File: config.mk
export PLATFORM = sky130hd
export DESIGN_NAME = ncl_wavefront_sequencer
export DESIGN_NICKNAME = d
export VERILOG_FILES = /design/src/rtl/ncl_wavefront_sequencer.sv
export SDC_FILE = /design/constraint.sdc
export NUM_CORES = 1
export LEC_CHECK = 0
export ABC_CLOCK_PERIOD_IN_PS = 2500
export CAP_MARGIN = 20
export CELL_PAD_IN_SITES_DETAIL_PLACEMENT = 1
export CELL_PAD_IN_SITES_GLOBAL_PLACEMENT = 1
export CORE_MARGIN = 2
export CORE_UTILIZATION = 41
export CTS_CLUSTER_DIAMETER = 150
export DETAILED_ROUTE_END_ITERATION = 12
export PLACE_DENSITY_LB_ADDON = 0.12
export SYNTH_ARGS = -nofsm -noshare
export SYNTH_HDL_FRONTEND = slang
export SYNTH_SLANG_ARGS = --single-unit
File: constraint.sdc
create_clock -name clk -period 2.5 [get_ports clk]
set_clock_uncertainty 0.2 [all_clocks]
set_input_delay 0.375 -clock clk [delete_from_list [all_inputs] [get_ports clk]]
set_output_delay 0.375 -clock clk [all_outputs]
set_load 0.01 [all_outputs]
File: src/rtl/ncl_wavefront_sequencer.sv
// Clocked sequencer for one NCL combinational stage: takes single-rail operands
// on a valid/ready handshake, drives them as a dual-rail DATA wavefront, captures
// the completed result, then returns the stage to NULL before the next operand.
//
// state  | meaning
// S_IDLE | rails NULL, waiting for an operand while ko requests data
// S_DATA | operand on the rails, waiting for DATA completion on the outputs
// S_NULL | rails NULL, waiting for NULL completion on the outputs
// S_ERR  | illegal rail code or phase timeout latched, waiting for err_clr
module ncl_wavefront_sequencer #(
  parameter int W_IN        = 2,
  parameter int W_OUT       = 1,
  parameter int TIMEOUT     = 64,
  parameter int SYNC_STAGES = 2
) (
  input  logic             clk,
  input  logic             rst,
  input  logic             in_valid,
  output logic             in_ready,
  input  logic [W_IN-1:0]  in_data,
  output logic [W_IN-1:0]  ncl_in_t,
  output logic [W_IN-1:0]  ncl_in_f,
  input  logic             ncl_ko,
  input  logic [W_OUT-1:0] ncl_out_t,
  input  logic [W_OUT-1:0] ncl_out_f,
  output logic             out_valid,
  input  logic             out_ready,
  output logic [W_OUT-1:0] out_data,
  output logic             err,
  output logic [1:0]       err_code,
  input  logic             err_clr
);

  // Down-counter loaded on phase entry; expiry at zero lands on the cycle
  // where an up-count from phase entry would reach TIMEOUT-1.
  localparam int TW = $clog2(TIMEOUT);
  localparam logic [TW-1:0] TMR_LOAD = TW'(TIMEOUT - 2);

  typedef enum logic [1:0] {S_IDLE, S_DATA, S_NULL, S_ERR} state_t;

  state_t           state;
  logic [TW-1:0]    tmr;
  logic [SYNC_STAGES-1:0] ko_sync;
  logic [W_OUT-1:0] t_sync [SYNC_STAGES];
  logic [W_OUT-1:0] f_sync [SYNC_STAGES];
  logic             s_ko;
  logic [W_OUT-1:0] s_t;
  logic [W_OUT-1:0] s_f;
  logic             cmp_d, cmp_n, illegal;
  logic             cmp_d_q, cmp_n_q;
  logic             accept, consume;

  // Synchronize the asynchronous completion and output rails.
  always_ff @(posedge clk or posedge rst) begin
    if (rst) begin
      ko_sync <= '0;
      for (int i = 0; i < SYNC_STAGES; i++) begin
        t_sync[i] <= '0;
        f_sync[i] <= '0;
      end
    end else begin
      ko_sync   <= {ko_sync[SYNC_STAGES-2:0], ncl_ko};
      t_sync[0] <= ncl_out_t;
      f_sync[0] <= ncl_out_f;
      for (int i = 1; i < SYNC_STAGES; i++) begin
        t_sync[i] <= t_sync[i-1];
        f_sync[i] <= f_sync[i-1];
      end
    end
  end

  assign s_ko    = ko_sync[SYNC_STAGES-1];
  assign s_t     = t_sync[SYNC_STAGES-1];
  assign s_f     = f_sync[SYNC_STAGES-1];
  assign cmp_d   = &(s_t ^ s_f);
  assign cmp_n   = ~|(s_t | s_f);
  assign illegal = |(s_t & s_f);

  // A pending result being consumed frees the sequencer in the same cycle.
  assign in_ready = (state == S_IDLE) && s_ko && (!out_valid || out_ready);
  assign accept   = in_valid && in_ready;
  assign consume  = out_valid && out_ready;

  // Wavefront sequencing, result capture, error latching and timeout.
  always_ff @(posedge clk or posedge rst) begin
    if (rst) begin
      state     <= S_IDLE;
      ncl_in_t  <= '0;
      ncl_in_f  <= '0;
      out_valid <= 1'b0;
      out_data  <= '0;
      err       <= 1'b0;
      err_code  <= 2'b00;
      tmr       <= '0;
      cmp_d_q   <= 1'b0;
      cmp_n_q   <= 1'b0;
    end else begin
      // Completion must hold on two consecutive samples to ride out rail skew.
      cmp_d_q <= cmp_d;
      cmp_n_q <= cmp_n;
      if (consume) out_valid <= 1'b0;
      case (state)
        S_IDLE: begin
          tmr <= TMR_LOAD;
          if (accept) begin
            ncl_in_t <= in_data;
            ncl_in_f <= ~in_data;
            state    <= S_DATA;
          end
        end
        S_DATA: begin
          if (illegal) begin
            ncl_in_t <= '0;
            ncl_in_f <= '0;
            err      <= 1'b1;
            err_code <= 2'b01;
            state    <= S_ERR;
          end else if (cmp_d && cmp_d_q && !s_ko) begin
            out_data  <= s_t;
            out_valid <= 1'b1;
            ncl_in_t  <= '0;
            ncl_in_f  <= '0;
            tmr       <= TMR_LOAD;
            state     <= S_NULL;
          end else if (tmr == '0) begin
            ncl_in_t <= '0;
            ncl_in_f <= '0;
            err      <= 1'b1;
            err_code <= 2'b10;
            state    <= S_ERR;
          end else begin
            tmr <= tmr - TW'(1);
          end
        end
        S_NULL: begin
          if (illegal) begin
            err      <= 1'b1;
            err_code <= 2'b01;
            state    <= S_ERR;
          end else if (cmp_n && cmp_n_q && s_ko) begin
            tmr   <= TMR_LOAD;
            state <= S_IDLE;
          end else if (tmr == '0) begin
            err      <= 1'b1;
            err_code <= 2'b11;
            state    <= S_ERR;
          end else begin
            tmr <= tmr - TW'(1);
          end
        end
        S_ERR: begin
          if (err_clr) begin
            err      <= 1'b0;
            err_code <= 2'b00;
            state    <= S_IDLE;
          end
        end
        default: state <= S_IDLE;
      endcase
    end
  end

endmodule

# Word-level counts from Yosys, hierarchy flattened
# Cells that the tools add are included.
[totals]
ff_bits = 25
input_bits = 10
out_inout_bits = 10
wordCells = 95
[op_classes]
add_sub_neg = 1
n_eq_ne = 12
mux = 39
n_bitwise = 5
n_reduce_logical = 23
[op_table]
columns = ["op", "n"]
rows = [
  ["2-bit two-way mux", 18],
  ["6-bit two-way mux", 5],
  ["6-bit one-hot mux with 3 select lines", 1],
  ["3-bit inequality test, second input constant", 4],
  ["1-bit two-way mux", 10],
  ["3-bit AND reduction", 3],
  ["1-bit logical AND", 8],
  ["2-bit inequality test, second input constant", 4],
  ["2-bit one-hot mux with 2 select lines", 2],
  ["2-bit one-hot mux with 4 select lines", 1],
  ["6-bit logical NOT", 1],
  ["2-bit one-hot mux with 3 select lines", 1],
  ["6-bit AND reduction", 1],
  ["3-bit nonzero test", 2],
  ["6-bit by 1-bit subtractor with 6-bit output, second input constant", 1],
  ["2-bit == test, second input constant", 2],
  ["4-bit inequality test, second input constant", 1],
  ["4-bit AND reduction", 1],
  ["1-bit logical NOT", 3],
  ["1-bit one-hot mux with 3 select lines", 1],
  ["2-bit by 1-bit == test with 1-bit output, second input constant", 1],
  ["2-bit logical NOT", 1],
  ["2-bit NOT", 1],
  ["2-bit AND reduction", 1],
  ["other kinds (6)", 6],
]

# Longest topological paths before layout
[depth]
depth_word = 7
ltp_mapped = 8
ltp_nobuf = 7

# Worst setup path before layout
# OpenSTA, ideal clock, no wires.
[synth_path]
path_type = "register to register"
from = "reg state[0]"
to = "reg tmr[1]"
setup_ns = 0.121
arrival_ns = 1.757
required_time_ns = 2.179
path_slack_ns = 0.422
stages_incl_launch_ff = 8
path_buffers = 0
synth_period_minus_slack_ns = 2.078
path_cell_list = "dfrtp_1 > inv_1 > ha_1 > o21ai_1 > a21boi_2 > nand3_2 > o21a_1 > o22a_1"
[synth_via]
elab_chain_len = 3
word_cells_on_any_way = 8
cone_classes = "eq/ne: 4; mux: 1; reduce/logical: 3"
[synth_lines]
columns = ["element", "line", "source"]
rows = [
  ["start, declared", "41", "state_t state;"],
  ["start signal, assigned", "87", "state <= S_IDLE;"],
  ["start signal, assigned", "108", "state <= S_DATA;"],
  ["start signal, assigned", "117", "state <= S_ERR;"],
  ["2-bit by 1-bit == test with 1-bit output, or another cell as far along", "102", "case (state)"],
  ["2-bit inequality test (no source line) or 3-bit nonzero test (tied branches)", "-", ""],
  ["3-bit AND reduction (no source line)", "-", ""],
  ["end signal, assigned", "132", "tmr <= tmr - TW'(1);"],
  ["end signal, assigned", "148", "tmr <= tmr - TW'(1);"],
  ["end, declared", "42", "logic [TW-1:0] tmr;"],
]
# Parallel ways exist; a longest one is shown, timed or not.
# A chain may end at the register's enable or synchronous reset.

# Final worst setup path
[layout_path]
from = "reg state[0]"
to = "out in_ready"
[layout_via]
elab_chain_len = 3
[layout_lines]
columns = ["element", "line", "source"]
rows = [
  ["2-bit logical NOT", "80", "assign in_ready = (state == S_IDLE) && s_ko && (!out_valid || out_ready);"],
  ["1-bit logical AND (2 in a row)", "80", ""],
  ["end, declared", "19", "output logic in_ready,"],
]
# No other way between the ends.

==> results.py <==
metrics = {
    "clocking": {
        "clock_path_buffers": 2,
        "htreeDepth": 1,
        "clock-sinks": 25,
        "insertion_delay_ps": 320,
        "cts_root_buffer": "clkbuf_4",
        "clk_pin_slew_ps": 140,
        "cts_buffers": 3,
        "post_cts_resized": 0,
        "cts_tree": "built",
        "postCtsHoldBufs": 0,
    },
    "finish": {
        "nets": 182,
        "layout-drive-gt1-share": 0.123,
        "design_area_um2": 1640,
        "register_area_um2": 626,
        "multiInputGateArea_um2": 658,
        "antenna_cells": 0,
        "fill_cells": 369,
        "areaGrowthSynthToFinish_pct": 22.6,
    },
    "floorplanning": {
        "start_util": 0.435,
        "die_h_um": 61.2,
        "fp.coreArea_um2": 3080,
        "die-area_um2": 3740,
        "placementRows": 20,
        "num_io_pins": 20,
        "die_w_um": 61.2,
    },
    "yosys": {
        "synth_ff_type": "dfrtp_1",
        "synth_cell_type_count": 37,
        "synthCells": 135,
        "synth_edf_count": 0,
        "synthDominantCellAreaShare": 0.467,
        "ys_seq_area_frac": 0.467,
        "syn-num-nets": 154,
        "ys_async_sr_fraction": 1.00,
        "yosysWarnings": 0,
        "synth_top_area_cell": "dfrtp_1",
        "ys_top_cells_by_area": "dfrtp_1 47%, ha_1 8.4%, a21oi_1 4.9%",
        "netlist_area_um2": 1340,
        "ys_ff_latch": 25,
        "syn_avg_cell_area_um2": 9.93,
    },
    "routing": {
        "drt-total-wl_um": 3130,
        "postRouteAntennaNets": 0,
        "wl_per_cell_um": 15.2,
        "drc": 0,
        "drt-initial-drc-count": 44,
        "avgViaCountPerCell": 5.45,
        "drtPass1Iterations": 4,
        "vias": 1122,
    },
    "power": {
        "ir_worst_vdd_mv": 0.478,
        "swShare": 0.428,
        "powerDensity_nw_per_um2": 1280,
        "pwr-share-seq": 0.314,
        "p_int_w": 0.00120,
        "pwr-share-comb": 0.597,
        "leakage_nw": 0.716,
        "p_switching_w": 0.000899,
        "p_clk_frac": 0.088,
    },
    "sta": {
        "setup_violations": 0,
        "grt_setup_unrepaired": "false",
        "hold_viol": 0,
        "fmax_mhz": 416,
        "relSlewSlack": 0.714,
        "setup_tns_ps": 0,
        "tightest_slew_ps": 427,
        "period_minus_slack_ps": 2410,
        "post-route-period-util": 0.962,
        "maxSlewViolCount": 0,
    },
    "global_route": {
        "first_global_vias": 1198,
        "track_usage": 0.190,
        "grt_pass1_wl_um": 5220,
        "grt_start_max_net_pins": 26,
        "antenna_found_initial": 0,
        "grt_overflow_total": 0,
    },
    "worst_setup_path": {
        "end_kind": "output port",
        "crit_arrival_ps": 1830,
        "rr_endpoint": "tmr[1]",
        "critPathLaunch": "state[0]",
        "worstReg2RegStart": "state[0]",
        "cp_max_fo": 4,
        "reg2reg_depth": 7,
        "required_ps": 1920,
        "cp-start-kind": "register",
        "critPathKind": "reg -> out",
        "reg2reg_slack_ps": 260,
        "endpoint": "in_ready",
    },
    "run_status": {
        "status": "complete, no violations",
    },
    "placement": {
        "place_congestion": 0.764,
        "io_buffers": 19,
        "hpwlAfterDp_um": 2320,
        "placed_cell_area_um2": 1600,
    },
    "worst_hold_path": {
        "min_path_type": "reg -> reg",
    },
    "job": {
        "maxCapViolations": 0,
    },
}
## power by group through the flow
stage | clock, W | combinational (W) | sequential, W
after floorplan | 0 | 0.000813 | 0.000673
after global placement | 0 | 0.00117 | 0.000656
after detailed placement | 0 | 0.00122 | 0.000673
after CTS | 0.000194 | 0.00123 | 0.000663
after global routing | 0.000212 | 0.00139 | 0.000677
final | 0.000186 | 0.00125 | 0.000659
## routing by layer
metal | routed length (um) | up-vias | global-route usage
li1 | - | 531 | -
met1 | 1420 | 563 | 0.229
met2 | 1550 | 21 | 0.336
met3 | 94 | 7 | 0.0252
met4 | 59 | 0 | 0.0839
met5 | 0 | - | 0
## worst min path at each step
| stage | startpoint | end | slack (ps) | cells after the start |
|---|---|---|---|---|
| finish | t_sync[1] | s_t | 170 | 0 |
| global route | ko_sync[0] | ko_sync[1] | 180 | 0 |
| CTS | t_sync[1] | s_t | 180 | 0 |
| detailed placement | t_sync[1] | s_t | 140 | 0 |
| global placement | ko_sync[0] | ko_sync[1] | 130 | 0 |
| floorplan | ko_sync[0] | ko_sync[1] | 130 | 0 |
## cell usage after synthesis (2+ instances only)
| master | instances |
|---|---|
| nand3_1 | 4 |
| mux2_2 | 4 |
| nor3_1 | 8 |
| nand2b_1 | 4 |
| nand2_1 | 7 |
| a21oi_1 | 13 |
| o31ai_1 | 2 |
| o21ai_0 | 5 |
| o21a_1 | 2 |
| o22a_1 | 2 |
| nor2_1 | 12 |
| dfrtp_1 | 25 |
| inv_1 | 11 |
| ha_1 | 9 |
| nor2b_1 | 5 |
## cells by family after synthesis
family / after synthesis / share of synthesized area
and+or+nand+nor: 51 / 0.216
buffers and inverters: 13 / 0.0420
adders and majority gates: 9 / 0.0840
DFF: 25 / 0.467
muxes: 4 / 0.0336
AOI/OAI and AO/OA: 33 / 0.158
## layout make-up
cell class                      count  share of cell area
Multi-Input combinational cell     97               0.401
Tap cell                           44              0.0335
Clock buffer                        3              0.0137
Inverter                           11              0.0251
Timing Repair Buffer               25               0.143
Sequential cell                    25               0.381
Clock inverter                      1             0.00305
## state kept, by name (all words and copies together), names as in the netlist, 2 cells and up
signal,count
err_code,2
ko_sync,2
ncl_in_f,2
ncl_in_t,2
state,2
tmr,6
## worst max-delay path: stages (launching register included)
cell and delay (ps):
dfrtp_1 460, inv_1 130, ha_1 220, and3_1 170, clkdlybuf4s50_1 530
## layout by cell type, fill, tap and decap left out, types with 2 or more instances in the layout
cell type,Yosys,final
clkdlybuf4s50_1,0,19
o31ai_1,2,2
nor2_1,12,12
a21oi_1,13,13
mux2_2,4,4
nand2_1,7,7
dfrtp_1,25,25
nand3_1,4,4
nand2b_1,4,4
o21ai_0,5,5
buf_4,0,6
clkbuf_4,0,3
nor2b_1,5,5
o21a_1,2,2
ha_1,9,9
inv_1,11,11
nor3_1,8,8
o22a_1,2,2
## stage by stage
stage / hold slack (ps) / util / power, W / cells / setup slack (ps)
floorplan: 131 / - / 0.00149 / 135 / 422
global placement: 134 / 0.520 / 0.00182 / 200 / 297
detailed placement: 144 / 0.520 / 0.00189 / 200 / 272
CTS: 176 / 0.529 / 0.00209 / 204 / 69.3
global route: 179 / 0.534 / 0.00228 / 206 / 13.9
finish: 171 / 0.534 / 0.00210 / 206 / 94.9
## what timing repair did
item	CTS	global route
setup buffers	0	2
endpoints found under the hold margin	0	0
setup endpoints to repair	0	1
No activity file was read; power rests on OpenSTA's default activity.
==> edit 1: new RTL, config.mk and constraints unchanged <==
The 4 states of `state_t` get a Gray code encoding in 2 bits.
--- a/src/rtl/ncl_wavefront_sequencer.sv
+++ b/src/rtl/ncl_wavefront_sequencer.sv
@@ -37,5 +37,5 @@
   localparam logic [TW-1:0] TMR_LOAD = TW'(TIMEOUT - 2);
 
-  typedef enum logic [1:0] {S_IDLE, S_DATA, S_NULL, S_ERR} state_t;
+  typedef enum logic [1:0] {S_IDLE = 2'b00, S_DATA = 2'b01, S_NULL = 2'b11, S_ERR = 2'b10} state_t;
 
   state_t           state;
Check against the original RTL: same outputs for any inputs over 10 cycles, from zero or initial values and one cycle with rst high; not proved beyond that.
==> edit 1 against the unedited design <==
  * Sequential share of layout area increased by 5.4 points
  * Setup slack better by 0.048 ns
  * Non-clock buffer count fell by 5
  * Design area down 12%
  * Worst hold slack worse by 0.0042 ns
  * Synthesized area is 10% lower
  * Wire length is 16% lower
  * Global-route usage fell by 0.93 points
  * Cell count decreased by 21%
  * Sequential cell count unchanged
  * Critical endpoint unchanged
Power is not compared: it rests on default switching activity, and its combinational part moved more than twofold at a synthesized area within 25%.
==> edit 1: results <==
[place]
place_hpwl_mm = 1.97
place_congestion = 0.765
port_buffers = 19

[finish]
regMostFlops = "tmr"
largest_reg_flops = 6
drive_above_1_share = 0.114
diodes = 0
nets = 147

[cts]
post_cts_buffers = 0
clockBufferDepth = 2
clk_pin_slew_ns = 0.14
cts_resized = 0
htree_levels = 1
cts_buffers = 3
clock_latency_ns = 0.32
ctsRootBufferMaster = "clkbuf_4"

[setup_path]
r2r_end = "tmr[0]$_DFFE_PP0P_"
crit_arrival_ns = 1.78
rrSetupSlack_ns = 0.50
r2r_cells = 6
cp_slowest_cell = "dfrtp_1"
rr_startpoint = "s_t$_DFF_PP0_"
slowest_delay_ns = 0.55
crit_start = "state[0]$_DFFE_PP0P_"
cp_max_fo = 12
crit_family = "flip-flops"

[yosys]
yosys_warnings = 0
synth_ff_type = "dfrtp_1"
synth-async-reset-ratio = 1.00
synthTopCellsByArea = "dfrtp_1 52%, ha_1 4.2%, a21oi_1 3.7%, nor2_1 3.4%, nand2_1 2.8%"
ys_top_cells_by_count = "25 x dfrtp_1, 11 x nor2_1, 9 x a21oi_1, 9 x nand2_1, 7 x inv_1"
synth_cell_types = 38
seq_area_frac_synth = 0.519
syn_nets = 126

[power]
ir_drop_v = 0.000490
p_leak_nw = 0.615

[worst_hold_path]
whs_endpoint = "ko_sync[1]$_DFF_PP0_"
holdPathStages = 0
min_path_type = "reg2reg"
min_from = "ko_sync[0]$_DFF_PP0_"

[route]
dr_wl_met2_mm = 1.27
dr.pass1.iters = 2
dr.max_layer_used = "met4"
drt-total-wl_mm = 2.62
wl_met1_mm = 1.23
drtIter0Drc = 17
wl_met3_um = 63
vias = 911

[sta]
relSlewSlack = 0.648

[grt]
grt_pass1_wl_mm = 4.50
grt_max_degree = 26
antenna_found_initial = 0
track_usage = 0.181
grt_pass1_vias = 954

[status]
status = "complete, no violations"
[edit 1: cell count changes in the layout (fill, tap and decap cells not counted), sizes merged, moves of 3 or more]
cell / unedited run / this run
inv: 11 / 7
mux2: 4 / 0
mux2i: 0 / 3
a21oi: 13 / 9
nor2b: 5 / 2
nor3: 9 / 3
ha: 9 / 4
buf: 6 / 1
[edit 1: cells by family after synthesis]
logic type                 count (synthesis)  share of synthesized area
muxes                                      3                     0.0249
buffers and inverters                     11                     0.0478
AOI/OAI and AO/OA                         28                      0.175
DFF                                       25                      0.519
adders and majority gates                  4                     0.0415
and+or+nand+nor                           41                      0.191
[edit 1: routing by layer]
layer / GRT usage / vias to the layer above
li1: - / 432
met5: 0 / -
met4: 0.0930 / 0
met3: 0.0201 / 5
met2: 0.286 / 18
met1: 0.245 / 456
[edit 1: worst max path at each step]
| stage | to | slack, ns | depth (start not counted) |
|---|---|---|---|
| finish | in_ready | 0.14 | 3 |
| global route | in_ready | 0.01 | 3 |
| CTS | in_ready | 0.13 | 3 |
| detailed placement | in_ready | 0.27 | 4 |
| global placement | in_ready | 0.29 | 4 |
| floorplan | tmr[1]$_DFFE_PP0P_ | 0.68 | 7 |
[edit 1: power breakdown]
group	switching [mW]	leakage (nW)	total, mW	internal [mW]
clock network	0.125	0.0177	0.185	0.0601
logic	0.244	0.302	0.511	0.267
registers	0.0955	0.295	0.590	0.494
[edit 1: cell type report]
type | count | area [um^2]
Timing Repair Buffer | 20 | 198
Sequential cell | 25 | 626
Fill cell | 315 | 1340
Clock buffer | 3 | 22.5
Tap cell | 31 | 38.8
Clock inverter | 1 | 5.00
Multi-Input combinational cell | 76 | 522
Inverter | 7 | 26.3
[edit 1: worst register-to-register path, cell delays in order (launching register included)]
cell      delay, ns
dfrtp_1        0.38
inv_1          0.07
ha_1           0.33
and4bb_4       0.24
nand3b_4       0.23
or3_1          0.42
o21ai_2        0.07
[edit 1: metrics by stage]
stage               std cells  utilization  hold WS, ns  cell area [um^2]  worst slack, ns
floorplan                 112            -        0.131              1200            0.678
global placement          159        0.507        0.136              1410            0.294
detailed placement        159        0.507        0.136              1410            0.267
CTS                       163        0.517        0.168              1440            0.126
global route              163        0.517        0.185              1440           0.0125
finish                    163        0.517        0.167              1440            0.143
==> edit 2: new RTL, same settings <==
Without the edit above. Set the parameter `W_IN` to 4 (it was 2).
--- a/src/rtl/ncl_wavefront_sequencer.sv
+++ b/src/rtl/ncl_wavefront_sequencer.sv
@@ -9,5 +9,5 @@
 // S_ERR  | illegal rail code or phase timeout latched, waiting for err_clr
 module ncl_wavefront_sequencer #(
-  parameter int W_IN        = 2,
+  parameter int W_IN        = 4,
   parameter int W_OUT       = 1,
   parameter int TIMEOUT     = 64,
Interface: changed (resized in_data, ncl_in_f and ncl_in_t); port bits go from 20 to 26. The function was not compared with the original's and may differ.
==> edit 2 against the unedited design <==
  * Sequential cell count rose by 4
  * Setup slack improved by 0.033 ns
  * Sequential share of layout area fell by 0.83 points
  * Wire length rose by 15%
  * Synthesized area rose by 16%
  * Critical path depth did not move
  * Clock power rose by 97%
  * Design area rose by 19%
  * Core utilization fell by 0.16 points
  * Power rose by 22%
  * Die area rose by 15%
  * Largest power group unchanged
  * Highest routed layer unchanged
==> edit 2: results <==
[power]
power_density_mw_per_mm2 = 1310
ir_drop_v = 0.000586
power_frac_seq = 0.296
p_leak_nw = 0.828

[sta]
hold_slack_ns = 0.150
worst_slew_pin_slew_ns = 0.441

[setup_path]
rr_startpoint = "state[1]$_DFFE_PP0P_"
r2r_cells = 6
crit_arrival_ns = 1.80

[yosys]
synthTopCellsByArea = "dfrtp_1 47%, ha_1 7.2%, mux2_2 5.8%, a31oi_1 3.6%, inv_1 3.1%"
seq_area_frac_synth = 0.465
synth.area.mux_share = 0.0578
synth-compound-area-share = 0.214
synthAdderAreaFrac = 0.0722
syn_nets = 167
synth_cell_types = 42
ys_top_cells_by_count = "29 x dfrtp_1, 13 x inv_1, 9 x a31oi_1, 9 x ha_1"
netlist_instances = 146

[grt]
track_usage = 0.191
grt_pass1_wl_mm = 6.17
grt_max_degree = 30
grt_pass1_vias = 1345

[finish]
signal_buffers = 28
buffer_area_frac = 0.140
multi_input_area_um2 = 758
nClkBuffers = 6
nNonClkInverters = 13
n_fill_cell = 406
finish.utilization = 0.532
clock_cell_area_share = 0.0424
seqCellArea_um2 = 726

[route]
via_per_inst = 5.58

[place]
place_congestion = 0.801
place_hpwl_mm = 2.69

[cts]
clk_pin_slew_ns = 0.06
cts.sinks = 29
htree_levels = 2
ctsRootBufferMaster = "clkbuf_8"

[status]
status = "complete, no violations"

[worst_hold_path]
min_from = "ko_sync[0]$_DFF_PP0_"
edit 2: layer usage:
metal  GRT usage  vias up  routed length, um
met4      0.0625        0                 65
met1       0.220      622               1560
met2       0.336       27               1820
li1            -      599                  -
met5           0        -                  0
met3      0.0565        8                149
edit 2: through the flow:
step	setup WS, ns	total power, mW
3_5_place_dp	0.249	2.20
2_1_floorplan	0.492	1.72
3_3_place_gp	0.274	2.13
5_1_grt	0.0138	2.76
6_report	0.128	2.56
4_1_cts	0.0434	2.58
edit 2: worst max-delay path by stage:
stage / end / depth (start not counted) / from / slack (ns)
floorplan: ncl_in_f[0]$_DFFE_PP0P_ / 7 / tmr[0]$_DFFE_PP0P_ / 0.49
global route: in_ready / 4 / state[0]$_DFFE_PP0P_ / 0.01
detailed placement: in_ready / 4 / out_ready / 0.25
global placement: in_ready / 4 / out_ready / 0.27
CTS: in_ready / 4 / state[0]$_DFFE_PP0P_ / 0.04
finish: in_ready / 4 / state[0]$_DFFE_PP0P_ / 0.13
